[src/rtl/serial_adder_if.sv]
// Request/result bundle for the bit-serial adder.
// The requester drives start and the operands; the adder returns status and the registered sum.
interface serial_adder_if #(
    parameter int unsigned WIDTH = 8
);
    logic             start;
    logic [WIDTH-1:0] A;
    logic [WIDTH-1:0] B;
    logic             Cin;
    logic             busy;
    logic             done;
    logic [WIDTH-1:0] S;
    logic             Cout;

    modport master (
        output start, A, B, Cin,
        input  busy, done, S, Cout
    );

    modport slave (
        input  start, A, B, Cin,
        output busy, done, S, Cout
    );
endinterface

[src/rtl/serial_adder.sv]
// Bit-serial adder: computes A + B + Cin LSB first through a single full-adder cell,
// taking WIDTH cycles in SHIFT plus one DONE cycle per operation.
module serial_adder #(
    parameter int unsigned WIDTH = 8
) (
    input logic           clk,
    input logic           rst_n,
    serial_adder_if.slave bus
);
    localparam int unsigned CntW = (WIDTH > 1) ? $clog2(WIDTH) : 1;
    localparam logic [CntW-1:0] LastBit = CntW'(WIDTH - 1);

    typedef enum logic [1:0] {StIdle, StShift, StDone} state_e;

    state_e            state_q;
    logic [WIDTH-1:0]  a_sh;
    logic [WIDTH-1:0]  b_sh;
    logic [WIDTH-1:0]  s_sh;
    logic [WIDTH-1:0]  s_q;
    logic              c_q;
    logic              cout_q;
    logic              busy_q;
    logic              done_q;
    logic [CntW-1:0]   cnt_q;
    logic              sum_bit;
    logic              carry_bit;

    // Full-adder cell on the current LSBs and the recirculated carry.
    always_comb begin
        sum_bit   = a_sh[0] ^ b_sh[0] ^ c_q;
        carry_bit = (a_sh[0] & b_sh[0]) | (a_sh[0] & c_q) | (b_sh[0] & c_q);
    end

    always_ff @(posedge clk or negedge rst_n) begin
        if (!rst_n) begin
            state_q <= StIdle;
            a_sh    <= '0;
            b_sh    <= '0;
            s_sh    <= '0;
            s_q     <= '0;
            c_q     <= 1'b0;
            cout_q  <= 1'b0;
            busy_q  <= 1'b0;
            done_q  <= 1'b0;
            cnt_q   <= '0;
        end else begin
            case (state_q)
                StIdle: begin
                    done_q <= 1'b0;
                    if (bus.start) begin
                        a_sh    <= bus.A;
                        b_sh    <= bus.B;
                        c_q     <= bus.Cin;
                        cnt_q   <= '0;
                        busy_q  <= 1'b1;
                        state_q <= StShift;
                    end
                end
                StShift: begin
                    a_sh  <= {1'b0, a_sh[WIDTH-1:1]};
                    b_sh  <= {1'b0, b_sh[WIDTH-1:1]};
                    s_sh  <= {sum_bit, s_sh[WIDTH-1:1]};
                    c_q   <= carry_bit;
                    cnt_q <= cnt_q + CntW'(1);
                    // Final bit: publish the result on the same edge that enters DONE.
                    if (cnt_q == LastBit) begin
                        s_q     <= {sum_bit, s_sh[WIDTH-1:1]};
                        cout_q  <= carry_bit;
                        busy_q  <= 1'b0;
                        done_q  <= 1'b1;
                        state_q <= StDone;
                    end
                end
                StDone: begin
                    done_q  <= 1'b0;
                    state_q <= StIdle;
                end
                default: begin
                    busy_q  <= 1'b0;
                    done_q  <= 1'b0;
                    state_q <= StIdle;
                end
            endcase
        end
    end

    assign bus.busy = busy_q;
    assign bus.done = done_q;
    assign bus.S    = s_q;
    assign bus.Cout = cout_q;
endmodule

[src/flat_wrapper.sv]
// flat-port wrapper written by rule: the top's interface ports become plain ports
module serial_adder_flat 
#(
    parameter int unsigned WIDTH = 8
)
  (clk, rst_n, bus_start, bus_A, bus_B, bus_Cin, bus_busy, bus_done, bus_S, bus_Cout);
  serial_adder_if #(.WIDTH(WIDTH)) bus_i ();
  input logic clk;
  input logic rst_n;
  input wire logic [$bits(bus_i.start)-1:0] bus_start;
  input wire logic [$bits(bus_i.A)-1:0] bus_A;
  input wire logic [$bits(bus_i.B)-1:0] bus_B;
  input wire logic [$bits(bus_i.Cin)-1:0] bus_Cin;
  output wire logic [$bits(bus_i.busy)-1:0] bus_busy;
  output wire logic [$bits(bus_i.done)-1:0] bus_done;
  output wire logic [$bits(bus_i.S)-1:0] bus_S;
  output wire logic [$bits(bus_i.Cout)-1:0] bus_Cout;
  assign bus_i.start = bus_start;
  assign bus_i.A = bus_A;
  assign bus_i.B = bus_B;
  assign bus_i.Cin = bus_Cin;
  assign bus_busy = bus_i.busy;
  assign bus_done = bus_i.done;
  assign bus_S = bus_i.S;
  assign bus_Cout = bus_i.Cout;
  serial_adder #(.WIDTH(WIDTH)) u_core (.clk(clk), .rst_n(rst_n), .bus(bus_i));
endmodule
[config.mk]
export PLATFORM = sky130hd
export DESIGN_NAME = serial_adder_flat
export DESIGN_NICKNAME = d
export VERILOG_FILES = /design/src/rtl/serial_adder_if.sv /design/src/rtl/serial_adder.sv /design/src/flat_wrapper.sv
export SDC_FILE = /design/constraint.sdc
export NUM_CORES = 1
export LEC_CHECK = 0
export BUFFER_PORTS_ARGS = -buffer_cell sky130_fd_sc_hd__buf_4
export CAP_MARGIN = 10
export CORE_MARGIN = 2
export CORE_UTILIZATION = 54
export CTS_BUF_LIST = sky130_fd_sc_hd__clkbuf_4 sky130_fd_sc_hd__clkbuf_8 sky130_fd_sc_hd__clkbuf_16
export CTS_CLUSTER_SIZE = 10
export DETAILED_ROUTE_END_ITERATION = 16
export PLACE_DENSITY = 0.75
export SETUP_SLACK_MARGIN = 0.3
export SYNTH_ARGS = -nofsm -noshare
export SYNTH_HDL_FRONTEND = slang
export SYNTH_SLANG_ARGS = --single-unit
[constraint.sdc]
create_clock -name clk -period 2 [get_ports clk]
set_input_delay 0.2 -clock clk [delete_from_list [all_inputs] [get_ports clk]]
set_output_delay 0.2 -clock clk [all_outputs]
set_load 0.01 [all_outputs]
* After elaboration in Yosys (flattened, before gate mapping) *
Cells that the tools add are included.

word-level totals
  flip-flop bits (word level) = 41
  output and inout port bits = 11
  word-level logic and storage cells = 46
  input bits = 20

cells by class
  reductions and logical operators = 6
  add/sub/neg operators = 1
  equality and inequality tests = 5
  mux-type cells = 16
  bitwise logic cells = 8

operators by type and width
  cell                                            number
  one-hot mux 8 bit (2 select lines)              2
  two-way mux 8 bit                               2
  one-hot mux 3 bit (2 select lines)              1
  AND reduction 2 bit                             3
  two-way mux 1 bit                               5
  two-way mux 2 bit                               2
  one-hot mux 2 bit (2 select lines)              1
  adder 3 x 1 -> 3 bit (second input constant)    1
  AND 1 bit                                       3
  == test 3 bit (second input constant)           1
  two-way mux 3 bit                               1
  one-hot mux 1 bit (3 select lines)              1
  AND reduction 3 bit                             1
  == test 2 x 1 -> 1 bit (second input constant)  1
  == test 2 bit (second input constant)           1
  zero test 2 bit                                 1
  != test 2 x 1 -> 1 bit (second input constant)  1
  != test 2 bit (second input constant)           1
  bitwise OR 1 bit                                2
  one-hot mux 1 bit (2 select lines)              1
  nonzero test 2 bit                              1
  bitwise XOR 1 bit                               2
  inverter 1 bit                                  1

* Depth between registers and ports, before layout *
Gate-level depths: netlist (run 1).

  depth in word-level cells = 4
  mapped depth = 5
  depth with buffers taken out = 5

* Least setup slack after synthesis (run 1) *
OpenSTA, ideal clock, no wires.

  kind = register -> register
  start point = reg u_core.cnt_q[0]
  end point = reg u_core.cout_q (netlist: u_core.bus.Cout)
  buffers on the path = 0
  setup time = 0.125 ns
  arrival = 1.248 ns
  cell stages (with the launch flop) = 5
  path slack = 0.627 ns
  data required time = 1.875 ns
  period minus slack after synthesis = 1.373 ns
  path through = dfrtp_1 > ha_1 > ha_1 > nand2_8 > mux2_4

between the ends
  longest elaborated chain between the ends = 2

RTL lines
  item                                  RTL line            RTL
  start, declared                       serial_adder.sv:24  logic [CntW-1:0] cnt_q;
  start signal, assigned                serial_adder.sv:64  cnt_q <= cnt_q + CntW'(1);
  == test 3 bit                         serial_adder.sv:66  if (cnt_q == LastBit) begin
  AND reduction 2 bit (no source line)  -
  end signal, assigned                  serial_adder.sv:68  cout_q <= carry_bit;
  end, declared                         serial_adder.sv:21  logic cout_q;

No other way between the ends.
A chain may end at the register's enable or synchronous reset.

* Worst setup path after layout (run 1) *
  start point = reg u_core.state_q[1]
  end point = reg u_core.s_q[5] (netlist: u_core.bus.S[5])

between the ends
  longest elaborated chain between the ends = 2

RTL lines
  item                                  RTL line            RTL
  start, declared                       serial_adder.sv:15  state_e state_q;
  start signal, assigned                serial_adder.sv:36  state_q <= StIdle;
  start signal, assigned                serial_adder.sv:56  state_q <= StShift;
  start signal, assigned                serial_adder.sv:71  state_q <= StDone;
  == test 2 x 1 -> 1 bit                serial_adder.sv:47  case (state_q)
  AND reduction 2 bit (no source line)  -
  end signal, assigned                  serial_adder.sv:67  s_q <= {sum_bit, s_sh[WIDTH-1:1]};
  end, declared                         serial_adder.sv:19  logic [WIDTH-1:0] s_q;

No other way between the ends.

==> flow_summary.yaml, run 1 <==
status:
  status: "finished clean"
placed_design:
  place.port_buffers: 30
  placed_cell_area_mm2: 0.001969
  dp_hpwl_mm: 2.394
  gp_congestion: 0.7560
global_routing:
  grt_pass1_wl_mm: 5.782
  grtUsageTotal: 0.2167
  gr-total-overflow: 0
  antenna_found_initial: 0
  grt_max_degree: 41
  grt_pass1_vias: 1235
synth:
  async_reset_ff_frac: 1.000
  yosysMostFrequentCell: "dfrtp_1"
  ys_top_cells_by_area: "dfrtp_1 (58%), o22ai_1 (8.3%), mux2_4 (7.8%)"
  syn_nets: 176
  syn_avg_cell_area_um2: 11.37
  yosys.area.top_type: "dfrtp_1"
  synthCells: 153
  syn_area_mm2: 0.001739
  ys_ff_latch: 40
  netlist.area_leader.share: 0.5755
  ys.flop_type: "dfrtp_1"
  ys_seq_area_frac: 0.5755
  synth_commonest_cells: "dfrtp_1 (40), nand2_1 (25), o22ai_1 (23)"
  synth_edf_count: 0
  ys_types: 23
  yosys_warnings: 0
cts:
  cts_tree: "yes"
  clk_pin_slew_ns: 0.12
  clock_sinks: 40
  cts_root_buf: "clkbuf_4"
  clkLatencyLatePin_ns: 0.35
  cts_made_buffers: 5
  cts_max_level: 2
  ctsLongestPathBuffers: 2
setup_path:
  cp.required_ns: 2.24
  r2r_cells: 3
  path_class: "reg -> reg"
  r2r_setup_slack_ns: 0.51
  critPathCaptureType: "flip-flop"
  critPathCapture: "u_core.bus.S[5]"
  crit_fanout: 12
  crit_start: "u_core.state_q[1]"
  arrival_ns: 1.73
  r2r_end: "u_core.bus.S[5]"
  r2r_start: "u_core.state_q[1]"
  start_kind: "flip-flop"
hold_path:
  min_path_type: "in -> reg"
floorplanning:
  die_h_um: 60.75
  start_util: 0.5697
  fp-row-count: 20
  ios: 31
  die_w_um: 60.75
  coreArea_mm2: 0.003053
  die_area_mm2: 0.003691
routing:
  avgViaCountPerCell: 5.612
  vias: 1274
  drt-initial-drc-count: 64
  antenna_left: 0
  wl_mm: 3.454
  wl_per_cell_um: 15.22
  first_pass_iters: 4
  drc_errors: 0
cells_and_area:
  drive_above_1_share: 0.2842
  area_delta_synth_final_pct: 18.63
  multi_input_area_um2: 680.7
  finish.instance_area_mm2: 0.002063
  fill_cells: 257
  final_core_util: 0.6758
  seq_area_mm2: 0.001001
  nets: 205
  antenna-diode-count: 0
timing:
  skew_ns: 0.007806
  setup_viol: 0
  slew_violations: 0
  fmax_mhz: 673.0
  hold_viol: 0
  tightest_slew_ns: 0.4953
  finalCritPeriodShare: 0.7429
  slew-limit-headroom: 0.6698
  fin_crit_ns: 1.486
  rsz0062_at_grt: "false"
  fin_setup_tns_ns: 0
job:
  max_cap_violations: 0
pwr:
  ir_drop_mv: 1.001
  power_density_mw_per_mm2: 1564
  leakage_uw: 0.0009810
-- flip-flops by register name, indices dropped and copies added, names as in the netlist --
register / cells
u_core.bus.busy: 1
u_core.cnt_q: 3
u_core.bus.Cout: 1
u_core.c_q: 1
u_core.bus.done: 1
u_core.s_sh: 7
u_core.state_q: 2
u_core.b_sh: 8
u_core.bus.S: 8
u_core.a_sh: 8
-- cell families after synthesis --
kind of cell,count (synthesis),share of synthesized area
DFF,40,0.5755
buffers and inverters,12,0.03525
and+or+nand+nor,40,0.1101
muxes,9,0.07770
AOI/OAI and AO/OA,49,0.1755
adders and majority gates,3,0.02590
-- timing repair --
item,CTS,global route
hold buffers,1,0
endpoints found under the setup margin,0,21
setup buffers,0,0
resized for setup,0,2
hold endpoints to repair,40,0
-- critical path, stage by stage (launching register included) --
cell     delay, ns
dfrtp_1       0.51
and2b_2       0.42
nand2_8       0.13
mux2_4        0.32
-- layer usage --
layer  vias up  wire length, um  track usage
met5         -                0            0
met4         0               36      0.05590
met3         5              168      0.06610
met2        33             1767       0.3594
met1       628             1482       0.2789
li1        608                -            -
-- cell usage in the layout (no fill, tap or decap), drive strengths merged --
| cell type | instances |
|---|---|
| a21oi | 11 |
| a22o | 2 |
| a2bb2oi | 3 |
| and2b | 1 |
| buf | 30 |
| bufinv | 1 |
| clkbuf | 6 |
| clkinv | 1 |
| dfrtp | 40 |
| dlygate4sd3 | 1 |
| fa | 1 |
| ha | 2 |
| inv | 3 |
| mux2 | 9 |
| nand2 | 26 |
| nand2b | 3 |
| nand3b | 2 |
| nor2 | 6 |
| nor2b | 1 |
| o21ai | 8 |
| o221a | 2 |
| o22ai | 23 |
| or2b | 1 |
-- per-stage QoR --
stage | total power (uW) | hold WS, ns | instances | worst slack [ns]
after floorplan | 2325 | -0.09559 | 153 | 0.6268
after global placement | 2627 | 0.1924 | 218 | 0.4654
after detailed placement | 2713 | 0.2021 | 218 | 0.4032
after CTS | 3248 | 0.09337 | 227 | 0.3530
after global routing | 3473 | 0.1020 | 227 | 0.4146
final | 3227 | 0.1044 | 227 | 0.5142
-- power breakdown --
part           switching [uW]  total (uW)  internal (uW)
sequential                284        1470           1180
combinational             588        1220            635
clock                     262         537            276
-- layout make-up --
| cell class | instances | share of cell area |
|---|---|---|
| clock buffer | 6 | 0.02183 |
| inverter | 3 | 0.005458 |
| multi-input combinational | 101 | 0.3299 |
| clock inverter | 2 | 0.01698 |
| tap | 44 | 0.02668 |
| timing repair buffer | 31 | 0.1140 |
| sequential | 40 | 0.4851 |
-- worst min-delay path by stage --
stage / slack, ns / startpoint / to / depth (start not counted)
floorplan: -0.1 / rst_n / u_core.a_sh[0] / 0
global placement: 0.19 / rst_n / u_core.cnt_q[2] / 1
detailed placement: 0.20 / rst_n / u_core.s_sh[1] / 1
CTS: 0.09 / bus_B[7] / u_core.b_sh[7] / 3
global route: 0.10 / bus_B[7] / u_core.b_sh[7] / 3
finish: 0.10 / bus_B[7] / u_core.b_sh[7] / 3
Note: power is estimated with default switching activity, not from simulation.
==> run 2, diff against run 1 <==
clock period = 1.4 ns   (was 2 ns; I/O delays follow)
==> run 2 against run 1 <==
  * Global-route usage up 0.32 points
  * Maximum frequency up 11%
  * Critical path depth increased by 1
  * Sequential power rose by 46%
  * Via count grew 16%
  * Clock-buffer cell count did not move
  * Largest cell class unchanged
==> flow_summary.yaml, run 2 (same netlist as run 1, synthesis figures left out) <==
status:
  status: "finished clean"
cells_and_area:
  area_delta_synth_final_pct: 45.54
  final_cell_mix: "buf_4 (44), dfrtp_1 (40), nand2_1 (19), o22ai_1 (12), o22ai_2 (11)"
  antenna-diode-count: 0
  final_common_cell: "buf_4"
  drive_above_1_share: 0.5810
  nets: 232
  final_core_util: 0.8291
cts:
  clock_sinks: 40
  cts_max_level: 2
  clkLatencyLatePin_ns: 0.35
  cts_root_buf: "clkbuf_4"
  ctsLongestPathBuffers: 2
  clk_pin_slew_ns: 0.12
  cts_tree: "yes"
  cts_made_buffers: 5
timing:
  setup_viol: 0
  tightest_slew_ns: 0.4994
  finalCritPeriodShare: 0.9549
  fin_crit_ns: 1.337
  fmax_mhz: 748.0
  slew-limit-headroom: 0.6671
  slew_violations: 0
  hold_viol: 0
  skew_ns: 0.01074
  rsz0062_at_grt: "true"
  fin_setup_tns_ns: 0
routing:
  vias: 1474
  antenna_left: 0
  wl_mm: 4.626
  wl_per_cell_um: 18.21
  drt-initial-drc-count: 73
  first_pass_iters: 4
  avgViaCountPerCell: 5.803
  drc_errors: 0
global_routing:
  gr-total-overflow: 0
  grt_pass1_vias: 1317
  antenna_found_initial: 0
  grt_pass1_wl_mm: 5.906
  grtUsageTotal: 0.2199
  grt_max_degree: 41
placed_design:
  gp_congestion: 0.7355
  dp_hpwl_mm: 2.361
  place.port_buffers: 30
pwr:
  power_density_mw_per_mm2: 2253
  ir_drop_mv: 1.135
  leakage_uw: 0.001165
setup_path:
  critPathCaptureType: "flip-flop"
  r2r_start: "u_core.cnt_q[1]"
  start_kind: "flip-flop"
  r2r_end: "u_core.bus.Cout"
  crit_start: "u_core.cnt_q[1]"
  path_class: "reg -> reg"
  r2r_setup_slack_ns: 0.06
  critPathCapture: "u_core.bus.Cout"
  r2r_cells: 4
  arrival_ns: 1.58
  crit_fanout: 5
  cp.required_ns: 1.64
floorplanning:
  ios: 31
  start_util: 0.5697
  coreArea_mm2: 0.003053
  die_h_um: 60.75
  fp-row-count: 20
  die_area_mm2: 0.003691
  die_w_um: 60.75
hold_path:
  hp-start: "bus_B[7]"
  min_path_type: "in -> reg"
job:
  max_cap_violations: 0
[run 2: cell types whose count changed in the layout (fill, tap and decap cells not counted), moves of 7 or more]
| cell | previous run | this run |
|---|---|---|
| buf_4 | 30 | 44 |
| o22ai_1 | 23 | 12 |
| o22ai_2 | 0 | 11 |
| a21oi_1 | 11 | 2 |
| a21oi_2 | 0 | 9 |
| buf_6 | 0 | 7 |
[run 2: cell type report]
cell class / instances / area (um2)
sequential: 40 / 1001
multi-input combinational: 104 / 933.4
fill: 167 / 521.8
timing repair buffer: 55 / 446.7
tap: 44 / 55.05
clock buffer: 6 / 45.04
clock inverter: 2 / 35.03
inverter: 3 / 15.01
[run 2: where the power goes]
part | internal, uW | switching (uW) | total [uW] | leakage, uW
clock | 394 | 384 | 778 | 0.0000456
sequential | 1690 | 448 | 2140 | 0.000473
combinational | 1500 | 1290 | 2790 | 0.000647
[run 2: through the flow]
step | area (um2) | hold WS [ns] | total power [uW] | instances | setup WS [ns]
6_report | 2531 | 0.04719 | 5703 | 254 | 0.06309
5_1_grt | 2531 | 0.03932 | 6025 | 254 | 0.03759
4_1_cts | 2245 | 0.04329 | 4984 | 243 | 0.09207
3_5_place_dp | 2047 | 0.1413 | 4016 | 226 | 0.07392
3_3_place_gp | 2047 | 0.1311 | 3922 | 226 | 0.1085
2_1_floorplan | 1774 | -0.1556 | 3386 | 153 | 0.1133
[run 2: worst min path at each step]
stage,end,slack [ns],cells after the start
after global routing,u_core.b_sh[7],0.04,3
after detailed placement,u_core.bus.S[0],0.14,1
after CTS,u_core.a_sh[7],0.04,3
final,u_core.b_sh[7],0.05,3
after floorplan,u_core.a_sh[0],-0.16,0
after global placement,u_core.bus.S[1],0.13,1
[run 2: timing repair]
| action | CTS | global route |
|---|---|---|
| hold buffers | 1 | 0 |
| hold endpoints to repair | 40 | 0 |
| gates cloned | 1 | 4 |
| pin swaps | 3 | 11 |
| resized for setup | 13 | 55 |
| setup endpoints to repair | 36 | 40 |
| buffers inserted | 7 | 7 |
[run 2: worst max-delay path: stages, from the launching register on]
cell and delay [ns]:
dfrtp_1 0.40, ha_2 0.20, ha_4 0.20, nand2_4 0.12, mux2_4 0.30
[run 2: layer usage]
| metal | GRT usage | share of wire | vias to the layer above |
|---|---|---|---|
| met4 | 0.09006 | 0.025 | 0 |
| met3 | 0.05970 | 0.060 | 14 |
| met5 | 0 | 0 | - |
| li1 | - | - | 668 |
| met2 | 0.3625 | 0.52 | 59 |
| met1 | 0.2746 | 0.40 | 733 |
